--- config.mk ---
export PLATFORM = sky130hd
export DESIGN_NAME = mem_lsu_flat
export DESIGN_NICKNAME = d
export VERILOG_FILES = /design/src/rtl/mem_lsu_if.sv /design/src/rtl/mem_lsu.sv /design/src/flat_wrapper.sv
export SDC_FILE = /design/constraint.sdc
export NUM_CORES = 1
export LEC_CHECK = 0
export ABC_AREA = 1
export CORE_ASPECT_RATIO = 1.2
export CORE_UTILIZATION = 48
export DETAILED_ROUTE_END_ITERATION = 7
export GPL_TIMING_DRIVEN = 0
export PLACE_DENSITY_LB_ADDON = 0.05
export SYNTH_ARGS = -nofsm -noshare
export SYNTH_HDL_FRONTEND = slang
export SYNTH_SLANG_ARGS = --single-unit
--- constraint.sdc ---
create_clock -name clk -period 2.5 [get_ports clk]
set_input_delay 0.625 -clock clk [delete_from_list [all_inputs] [get_ports clk]]
set_output_delay 0.625 -clock clk [all_outputs]
set_load 0.01 [all_outputs]
--- src/rtl/mem_lsu_if.sv ---
// mem_lsu_if: request/response handshakes and data-memory port of the MEM-stage load/store unit.
interface mem_lsu_if;
    logic        req_valid;
    logic        req_ready;
    logic [2:0]  req_op;
    logic [31:0] req_addr;
    logic [31:0] req_wdata;
    logic [4:0]  req_wd;
    logic        resp_valid;
    logic        resp_ready;
    logic        resp_wreg;
    logic [4:0]  resp_wd;
    logic [31:0] resp_wdata;
    logic        resp_excp;
    logic        stall_req;
    logic        mem_ce;
    logic        mem_we;
    logic [31:0] mem_addr;
    logic [3:0]  mem_sel;
    logic [31:0] mem_wdata;
    logic [31:0] mem_rdata;
    modport slave (
        input  req_valid, req_op, req_addr, req_wdata, req_wd, resp_ready, mem_rdata,
        output req_ready, resp_valid, resp_wreg, resp_wd, resp_wdata, resp_excp, stall_req,
        output mem_ce, mem_we, mem_addr, mem_sel, mem_wdata
    );
    modport master (
        output req_valid, req_op, req_addr, req_wdata, req_wd, resp_ready, mem_rdata,
        input  req_ready, resp_valid, resp_wreg, resp_wd, resp_wdata, resp_excp, stall_req,
        input  mem_ce, mem_we, mem_addr, mem_sel, mem_wdata
    );
endinterface

--- src/rtl/mem_lsu.sv ---
// mem_lsu: one-at-a-time load/store unit driving a big-endian byte-lane data memory for one cycle.
module mem_lsu #(
    parameter bit EXCP_MISALIGN = 1'b1
) (
    input logic      clk,
    input logic      rst,
    mem_lsu_if.slave bus
);
    typedef enum logic [1:0] {IDLE, ACCESS, RESP} state_t;
    state_t      state, state_nx;
    logic [2:0]  op_q;
    logic [31:0] addr_q, wdata_q, rdata_q;
    logic [4:0]  wd_q;
    logic        wreg_q, excp_q;
    // 0 byte, 1 halfword, 2 word
    function automatic logic [1:0] op_size(input logic [2:0] o);
        return (o == 3'd4 || o == 3'd7) ? 2'd2 : (o == 3'd2 || o == 3'd3 || o == 3'd6) ? 2'd1 : 2'd0;
    endfunction
    logic [1:0] sz_in, a_in, sz, a;
    logic       mis_in, accept, store;
    logic [7:0]  lb;
    logic [15:0] lh;
    logic [31:0] ld;
    assign sz_in  = op_size(bus.req_op);
    assign a_in   = bus.req_addr[1:0];
    assign mis_in = (sz_in == 2'd1 && a_in[0]) || (sz_in == 2'd2 && a_in != 2'd0);
    assign accept = state == IDLE && bus.req_valid;
    assign sz     = op_size(op_q);
    assign a      = addr_q[1:0];
    assign store  = op_q >= 3'd5;
    assign lb     = 8'(bus.mem_rdata >> (5'd24 - {a, 3'b000}));
    assign lh     = a[1] ? bus.mem_rdata[15:0] : bus.mem_rdata[31:16];
    assign ld     = sz == 2'd0 ? {{24{~op_q[0] & lb[7]}}, lb} :
                    sz == 2'd1 ? {{16{~op_q[0] & lh[15]}}, lh} : bus.mem_rdata;
    always_ff @(posedge clk or negedge rst) begin
        if (!rst) state <= IDLE;
        else state <= state_nx;
    end
    always_comb begin
        state_nx = state;
        case (state)
            IDLE:    state_nx = bus.req_valid ? ((mis_in && EXCP_MISALIGN) ? RESP : ACCESS) : IDLE;
            ACCESS:  state_nx = RESP;
            default: state_nx = bus.resp_ready ? IDLE : RESP;
        endcase
    end
    always_ff @(posedge clk or negedge rst) begin
        if (!rst) begin
            op_q    <= '0;
            addr_q  <= '0;
            wdata_q <= '0;
            wd_q    <= '0;
            wreg_q  <= 1'b0;
            excp_q  <= 1'b0;
            rdata_q <= '0;
        end else if (accept) begin
            op_q    <= bus.req_op;
            addr_q  <= {bus.req_addr[31:2], sz_in == 2'd2 ? 2'b00 : sz_in == 2'd1 ? {a_in[1], 1'b0} : a_in};
            wdata_q <= bus.req_wdata;
            wd_q    <= bus.req_wd;
            wreg_q  <= 1'b0;
            excp_q  <= mis_in && EXCP_MISALIGN;
            rdata_q <= '0;
        end else if (state == ACCESS) begin
            wreg_q  <= ~store;
            rdata_q <= store ? 32'd0 : ld;
        end
    end
    always_comb begin
        bus.req_ready  = state == IDLE;
        bus.stall_req  = state != IDLE;
        bus.resp_valid = state == RESP;
        bus.resp_wreg  = state == RESP && wreg_q;
        bus.resp_excp  = state == RESP && excp_q;
        bus.resp_wd    = wd_q;
        bus.resp_wdata = rdata_q;
        bus.mem_ce     = state == ACCESS;
        bus.mem_we     = state == ACCESS && store;
        bus.mem_addr   = bus.mem_ce ? addr_q : 32'd0;
        bus.mem_sel    = !bus.mem_ce ? 4'b0000 : sz == 2'd0 ? 4'b1000 >> a : sz == 2'd1 ? (a[1] ? 4'b0011 : 4'b1100) : 4'b1111;
        bus.mem_wdata  = !bus.mem_we ? 32'd0 : sz == 2'd0 ? {4{wdata_q[7:0]}} : sz == 2'd1 ? {2{wdata_q[15:0]}} : wdata_q;
    end
endmodule

--- src/flat_wrapper.sv ---
// flat-port wrapper written by rule: the top's interface ports become plain ports
module mem_lsu_flat 
#(
    parameter bit EXCP_MISALIGN = 1'b1
)
  (clk, rst, bus_req_valid, bus_req_op, bus_req_addr, bus_req_wdata, bus_req_wd, bus_resp_ready, bus_mem_rdata, bus_req_ready, bus_resp_valid, bus_resp_wreg, bus_resp_wd, bus_resp_wdata, bus_resp_excp, bus_stall_req, bus_mem_ce, bus_mem_we, bus_mem_addr, bus_mem_sel, bus_mem_wdata);
  mem_lsu_if bus_i ();
  input logic clk;
  input logic rst;
  input wire logic [$bits(bus_i.req_valid)-1:0] bus_req_valid;
  input wire logic [$bits(bus_i.req_op)-1:0] bus_req_op;
  input wire logic [$bits(bus_i.req_addr)-1:0] bus_req_addr;
  input wire logic [$bits(bus_i.req_wdata)-1:0] bus_req_wdata;
  input wire logic [$bits(bus_i.req_wd)-1:0] bus_req_wd;
  input wire logic [$bits(bus_i.resp_ready)-1:0] bus_resp_ready;
  input wire logic [$bits(bus_i.mem_rdata)-1:0] bus_mem_rdata;
  output wire logic [$bits(bus_i.req_ready)-1:0] bus_req_ready;
  output wire logic [$bits(bus_i.resp_valid)-1:0] bus_resp_valid;
  output wire logic [$bits(bus_i.resp_wreg)-1:0] bus_resp_wreg;
  output wire logic [$bits(bus_i.resp_wd)-1:0] bus_resp_wd;
  output wire logic [$bits(bus_i.resp_wdata)-1:0] bus_resp_wdata;
  output wire logic [$bits(bus_i.resp_excp)-1:0] bus_resp_excp;
  output wire logic [$bits(bus_i.stall_req)-1:0] bus_stall_req;
  output wire logic [$bits(bus_i.mem_ce)-1:0] bus_mem_ce;
  output wire logic [$bits(bus_i.mem_we)-1:0] bus_mem_we;
  output wire logic [$bits(bus_i.mem_addr)-1:0] bus_mem_addr;
  output wire logic [$bits(bus_i.mem_sel)-1:0] bus_mem_sel;
  output wire logic [$bits(bus_i.mem_wdata)-1:0] bus_mem_wdata;
  assign bus_i.req_valid = bus_req_valid;
  assign bus_i.req_op = bus_req_op;
  assign bus_i.req_addr = bus_req_addr;
  assign bus_i.req_wdata = bus_req_wdata;
  assign bus_i.req_wd = bus_req_wd;
  assign bus_i.resp_ready = bus_resp_ready;
  assign bus_i.mem_rdata = bus_mem_rdata;
  assign bus_req_ready = bus_i.req_ready;
  assign bus_resp_valid = bus_i.resp_valid;
  assign bus_resp_wreg = bus_i.resp_wreg;
  assign bus_resp_wd = bus_i.resp_wd;
  assign bus_resp_wdata = bus_i.resp_wdata;
  assign bus_resp_excp = bus_i.resp_excp;
  assign bus_stall_req = bus_i.stall_req;
  assign bus_mem_ce = bus_i.mem_ce;
  assign bus_mem_we = bus_i.mem_we;
  assign bus_mem_addr = bus_i.mem_addr;
  assign bus_mem_sel = bus_i.mem_sel;
  assign bus_mem_wdata = bus_i.mem_wdata;
  mem_lsu #(.EXCP_MISALIGN(EXCP_MISALIGN)) u_core (.clk(clk), .rst(rst), .bus(bus_i));
endmodule
==> impl_results.html <==
<table>
<tr><th>Metric</th><th>Value</th></tr>
<tr><th colspan="2">Outcome</th></tr>
<tr><td>Result of the run</td><td>complete, no violations</td></tr>
<tr><th colspan="2">Route</th></tr>
<tr><td>Average routed wire per standard cell</td><td>15.02 um</td></tr>
<tr><td>Overall via count from detail_route</td><td>6167</td></tr>
<tr><td>Antenna Violating Nets Remaining</td><td>0</td></tr>
<tr><td>Iteration count of the initial detailed-routing pass</td><td>5</td></tr>
<tr><td>Routed via count divided by cell count</td><td>4.969</td></tr>
<tr><td>Post-detailed-route DRC marker count</td><td>0</td></tr>
<tr><td>Detail Route met2 WL</td><td>9.211 mm</td></tr>
<tr><td>Routed wl met3</td><td>1.233 mm</td></tr>
<tr><td>Met1 wire length</td><td>7.370 mm</td></tr>
<tr><td>Total length of routed wires</td><td>18.65 mm</td></tr>
<tr><td>Iteration-0 DRC count of the detailed router</td><td>336</td></tr>
<tr><td>Highest Signal Layer</td><td>met4</td></tr>
<tr><th colspan="2">Global routing</th></tr>
<tr><td>Vias in the first global route</td><td>5849</td></tr>
<tr><td>Wire length of the first global-routing pass</td><td>28.41 mm</td></tr>
<tr><td>Initial antenna violation count</td><td>0</td></tr>
<tr><td>Total congestion overflow</td><td>0</td></tr>
<tr><td>All-Layer GR Usage</td><td>29.51%</td></tr>
<tr><td>Largest net degree at the start of global routing</td><td>69</td></tr>
<tr><th colspan="2">Clocking</th></tr>
<tr><td>Maximum level of the CTS H-tree</td><td>3</td></tr>
<tr><td>Worst-Skew Late Latency</td><td>350 ps</td></tr>
<tr><td>Clock transition at the register clock pins on the worst setup and hold paths after CTS</td><td>70 ps</td></tr>
<tr><td>Cts bufs inserted</td><td>9</td></tr>
<tr><td>Clock tree root driver cell</td><td>sky130_fd_sc_hd__clkbuf_16</td></tr>
<tr><td>Total number of clock tree sinks</td><td>108</td></tr>
<tr><td>CTS tree</td><td>done</td></tr>
<tr><td>Number of hold buffers added after cts</td><td>0</td></tr>
<tr><td>Number of buffers on the longest clock path</td><td>2</td></tr>
<tr><th colspan="2">STA</th></tr>
<tr><td>Final Hold Vio Count</td><td>0</td></tr>
<tr><td>Unrepaired setup endpoints after global routing</td><td>yes</td></tr>
<tr><td>Final period utilization</td><td>98.31%</td></tr>
<tr><td>Final Skew</td><td>7.006 ps</td></tr>
<tr><td>Setup violators final</td><td>0</td></tr>
<tr><td>Min Tclk post-route</td><td>2458 ps</td></tr>
<tr><td>Fmax</td><td>406.9 MHz</td></tr>
<tr><td>Max-slew violations</td><td>0</td></tr>
<tr><td>Worst slew margin relative to its limit</td><td>63.63%</td></tr>
<tr><td>Actual slew at the worst max-slew pin</td><td>545.6 ps</td></tr>
<tr><th colspan="2">Logic synthesis</th></tr>
<tr><td>Number of synthesized register bits</td><td>108</td></tr>
<tr><td>Number of warnings printed during yosys synthesis</td><td>0</td></tr>
<tr><td>Number of instances in the synthesized netlist</td><td>833</td></tr>
<tr><td>Netlist Area Pre-Place</td><td>0.005897 mm^2</td></tr>
<tr><td>Avg Synthesized Cell Area</td><td>7.079 um^2</td></tr>
<tr><td>Sequential-to-total area share from yosys stat</td><td>45.83%</td></tr>
<tr><td>Synth unique cells</td><td>24</td></tr>
<tr><td>Syn nets</td><td>941</td></tr>
<tr><th colspan="2">Placement</th></tr>
<tr><td>Port buffer count</td><td>219</td></tr>
<tr><td>Placed wire-length estimate after detailed placement</td><td>13.92 mm</td></tr>
<tr><td>Routability congestion estimate from global placement</td><td>0.9233</td></tr>
<tr><td>Post-Place Cells</td><td>1214</td></tr>
<tr><th colspan="2">Worst setup path</th></tr>
<tr><td>Class of the most critical setup path</td><td>reg -&gt; out</td></tr>
<tr><td>Reg2reg start</td><td>u_core.op_q[0]</td></tr>
<tr><td>Arrival time at the worst endpoint</td><td>1830 ps</td></tr>
<tr><td>Depth of the worst register-to-register path</td><td>8</td></tr>
<tr><td>Kind of end point of the critical path</td><td>output port</td></tr>
<tr><td>End of the worst register-to-register path</td><td>u_core.bus.resp_wdata[5]</td></tr>
<tr><td>Worst-path fanout max</td><td>10</td></tr>
<tr><td>WP data required</td><td>1880 ps</td></tr>
<tr><td>Reg-to-reg slack, setup</td><td>700 ps</td></tr>
<tr><td>Element type at the critical path start</td><td>flip-flop</td></tr>
<tr><th colspan="2">Final layout</th></tr>
<tr><td>Sequential standard cell area</td><td>0.002705 mm^2</td></tr>
<tr><td>Most common cell after layout, fill and taps aside</td><td>sky130_fd_sc_hd__nand2_1</td></tr>
<tr><td>Filler Cell Count</td><td>1006</td></tr>
<tr><td>Fraction of layout instances using a drive strength above 1</td><td>13.33%</td></tr>
<tr><td>Area of the multi-input gates</td><td>0.002723 mm^2</td></tr>
<tr><td>Nets</td><td>1184</td></tr>
<tr><td>Synth-to-layout area growth</td><td>49.12%</td></tr>
<tr><td>Number of diodes added for antenna fixing</td><td>0</td></tr>
<tr><td>Utilization after layout</td><td>72.93%</td></tr>
<tr><td>Non-filler cells, final</td><td>1241</td></tr>
<tr><td>Most used cells in the layout excluding fill and tap cells</td><td>355 x sky130_fd_sc_hd__nand2_1, 160 x sky130_fd_sc_hd__clkdlybuf4s50_1, 106 x sky130_fd_sc_hd__dfrtp_1</td></tr>
<tr><th colspan="2">Die</th></tr>
<tr><td>Initial core utilization</td><td>48.91%</td></tr>
<tr><td>Number of rows in the core area</td><td>44</td></tr>
<tr><td>Die ar.</td><td>0.01273 mm^2</td></tr>
<tr><td>Die Wd</td><td>103.2 um</td></tr>
<tr><td>Number of placed I/O pins</td><td>220</td></tr>
<tr><td>Vertical die dimension</td><td>123.4 um</td></tr>
<tr><td>Core Area</td><td>0.01206 mm^2</td></tr>
<tr><th colspan="2">Power and ir drop</th></tr>
<tr><td>Power per Cell Area</td><td>1060 mW/mm^2</td></tr>
<tr><td>Static Leak</td><td>4.770 nW</td></tr>
<tr><td>Worst voltage drop across the vdd grid</td><td>0.5922 mV</td></tr>
<tr><th colspan="2">Job</th></tr>
<tr><td>Count of max-cap constraint violations</td><td>0</td></tr>
<tr><th colspan="2">Worst hold path</th></tr>
<tr><td>Min-Delay Path Class</td><td>in -&gt; async</td></tr>
</table>
## cell families after synthesis
group,after synthesis,synth area share [%]
flops,108,45.83
buf+inv,118,9.081
compound gates,95,8.466
simple gates,512,36.62
## cell usage after synthesis, drive strengths merged
| cell type | instances | share of area, % |
|---|---|---|
| nand2 | 372 | 24 |
| nor3b | 1 | 0.13 |
| inv | 70 | 4.5 |
| or2 | 1 | 0.11 |
| a21oi | 32 | 2.9 |
| clkbuf | 16 | 1.2 |
| o21ai | 62 | 5.5 |
| dfrtp | 108 | 46 |
| nor2 | 67 | 4.4 |
| a31oi | 1 | 0.11 |
| buf | 32 | 3.4 |
| nand3 | 70 | 7.5 |
| nor3 | 1 | 0.085 |
## power by group
| part | internal [W] | switching, W |
|---|---|---|
| Sequential | 0.00249 | 0.000449 |
| Clock | 0.000703 | 0.000640 |
| Combinational | 0.00211 | 0.00293 |
## worst max path at each step
stage / from / endpoint / slack [ps] / cells after the start
CTS: u_core.state[1] / bus_mem_wdata[9] / -5 / 7
finish: u_core.state[1] / bus_mem_addr[8] / 40 / 5
global route: u_core.state[1] / bus_mem_addr[8] / -30 / 5
detailed placement: u_core.state[1] / bus_mem_wdata[31] / -290 / 7
global placement: rst / u_core.addr_q[23] / -3340 / 1
floorplan: u_core.state[1] / bus_mem_wdata[10] / 580 / 6
## area by class of cell
class | count | area share [%]
Buffer | 46 | 3.543
Clock buffer | 12 | 2.803
Clock inverter | 3 | 0.2561
Inverter | 70 | 3.130
Multi-Input combinational cell | 607 | 30.96
Sequential cell | 108 | 30.76
Tap cell | 161 | 2.291
Timing Repair Buffer | 234 | 26.25
## layer usage
layer / global-route usage (%) / vias up
met2: 50.33 / 245
met1: 34.55 / 2810
met3: 6.897 / 49
li1: - / 3063
met5: 0 / -
met4: 14.61 / 0
## state kept, by name, indices dropped and copies added (netlist names)
name                   count
u_core.addr_q             32
u_core.state               2
u_core.excp_q              1
u_core.wreg_q              1
u_core.bus.resp_wd         5
u_core.op_q                3
u_core.wdata_q            32
u_core.bus.resp_wdata     32
## worst max-delay path, cell delays in order, from the launching register on
cell and delay, ps:
sky130_fd_sc_hd__dfrtp_1 400, sky130_fd_sc_hd__inv_2 110, sky130_fd_sc_hd__nand2_4 110, sky130_fd_sc_hd__buf_4 200, sky130_fd_sc_hd__nor2_1 110, sky130_fd_sc_hd__clkdlybuf4s50_1 550
## stage by stage
step	cell area (um^2)	setup TNS (ps)	setup slack, ps	hold WS, ps	power [W]
final	8793	0	42.27	257.2	0.009324
after detailed placement	8315	-5814	-294.0	465.6	0.007562
after CTS	8700	-10.72	-5.070	273.8	0.009118
after global placement	8290	-364380	-3338	461.2	0.007477
after global routing	8793	-38.18	-34.74	291.5	0.01001
after floorplan	5897	0	575.1	329.4	0.005764
## repair_timing
| item | CTS | global route |
|---|---|---|
| buffers inserted | 7 | 6 |
| endpoints found under the setup margin | 68 | 65 |
| pin swaps | 3 | 1 |
| gates cloned | 0 | 1 |
| resized for setup | 79 | 81 |
Note: power is estimated with default switching activity, not from simulation.
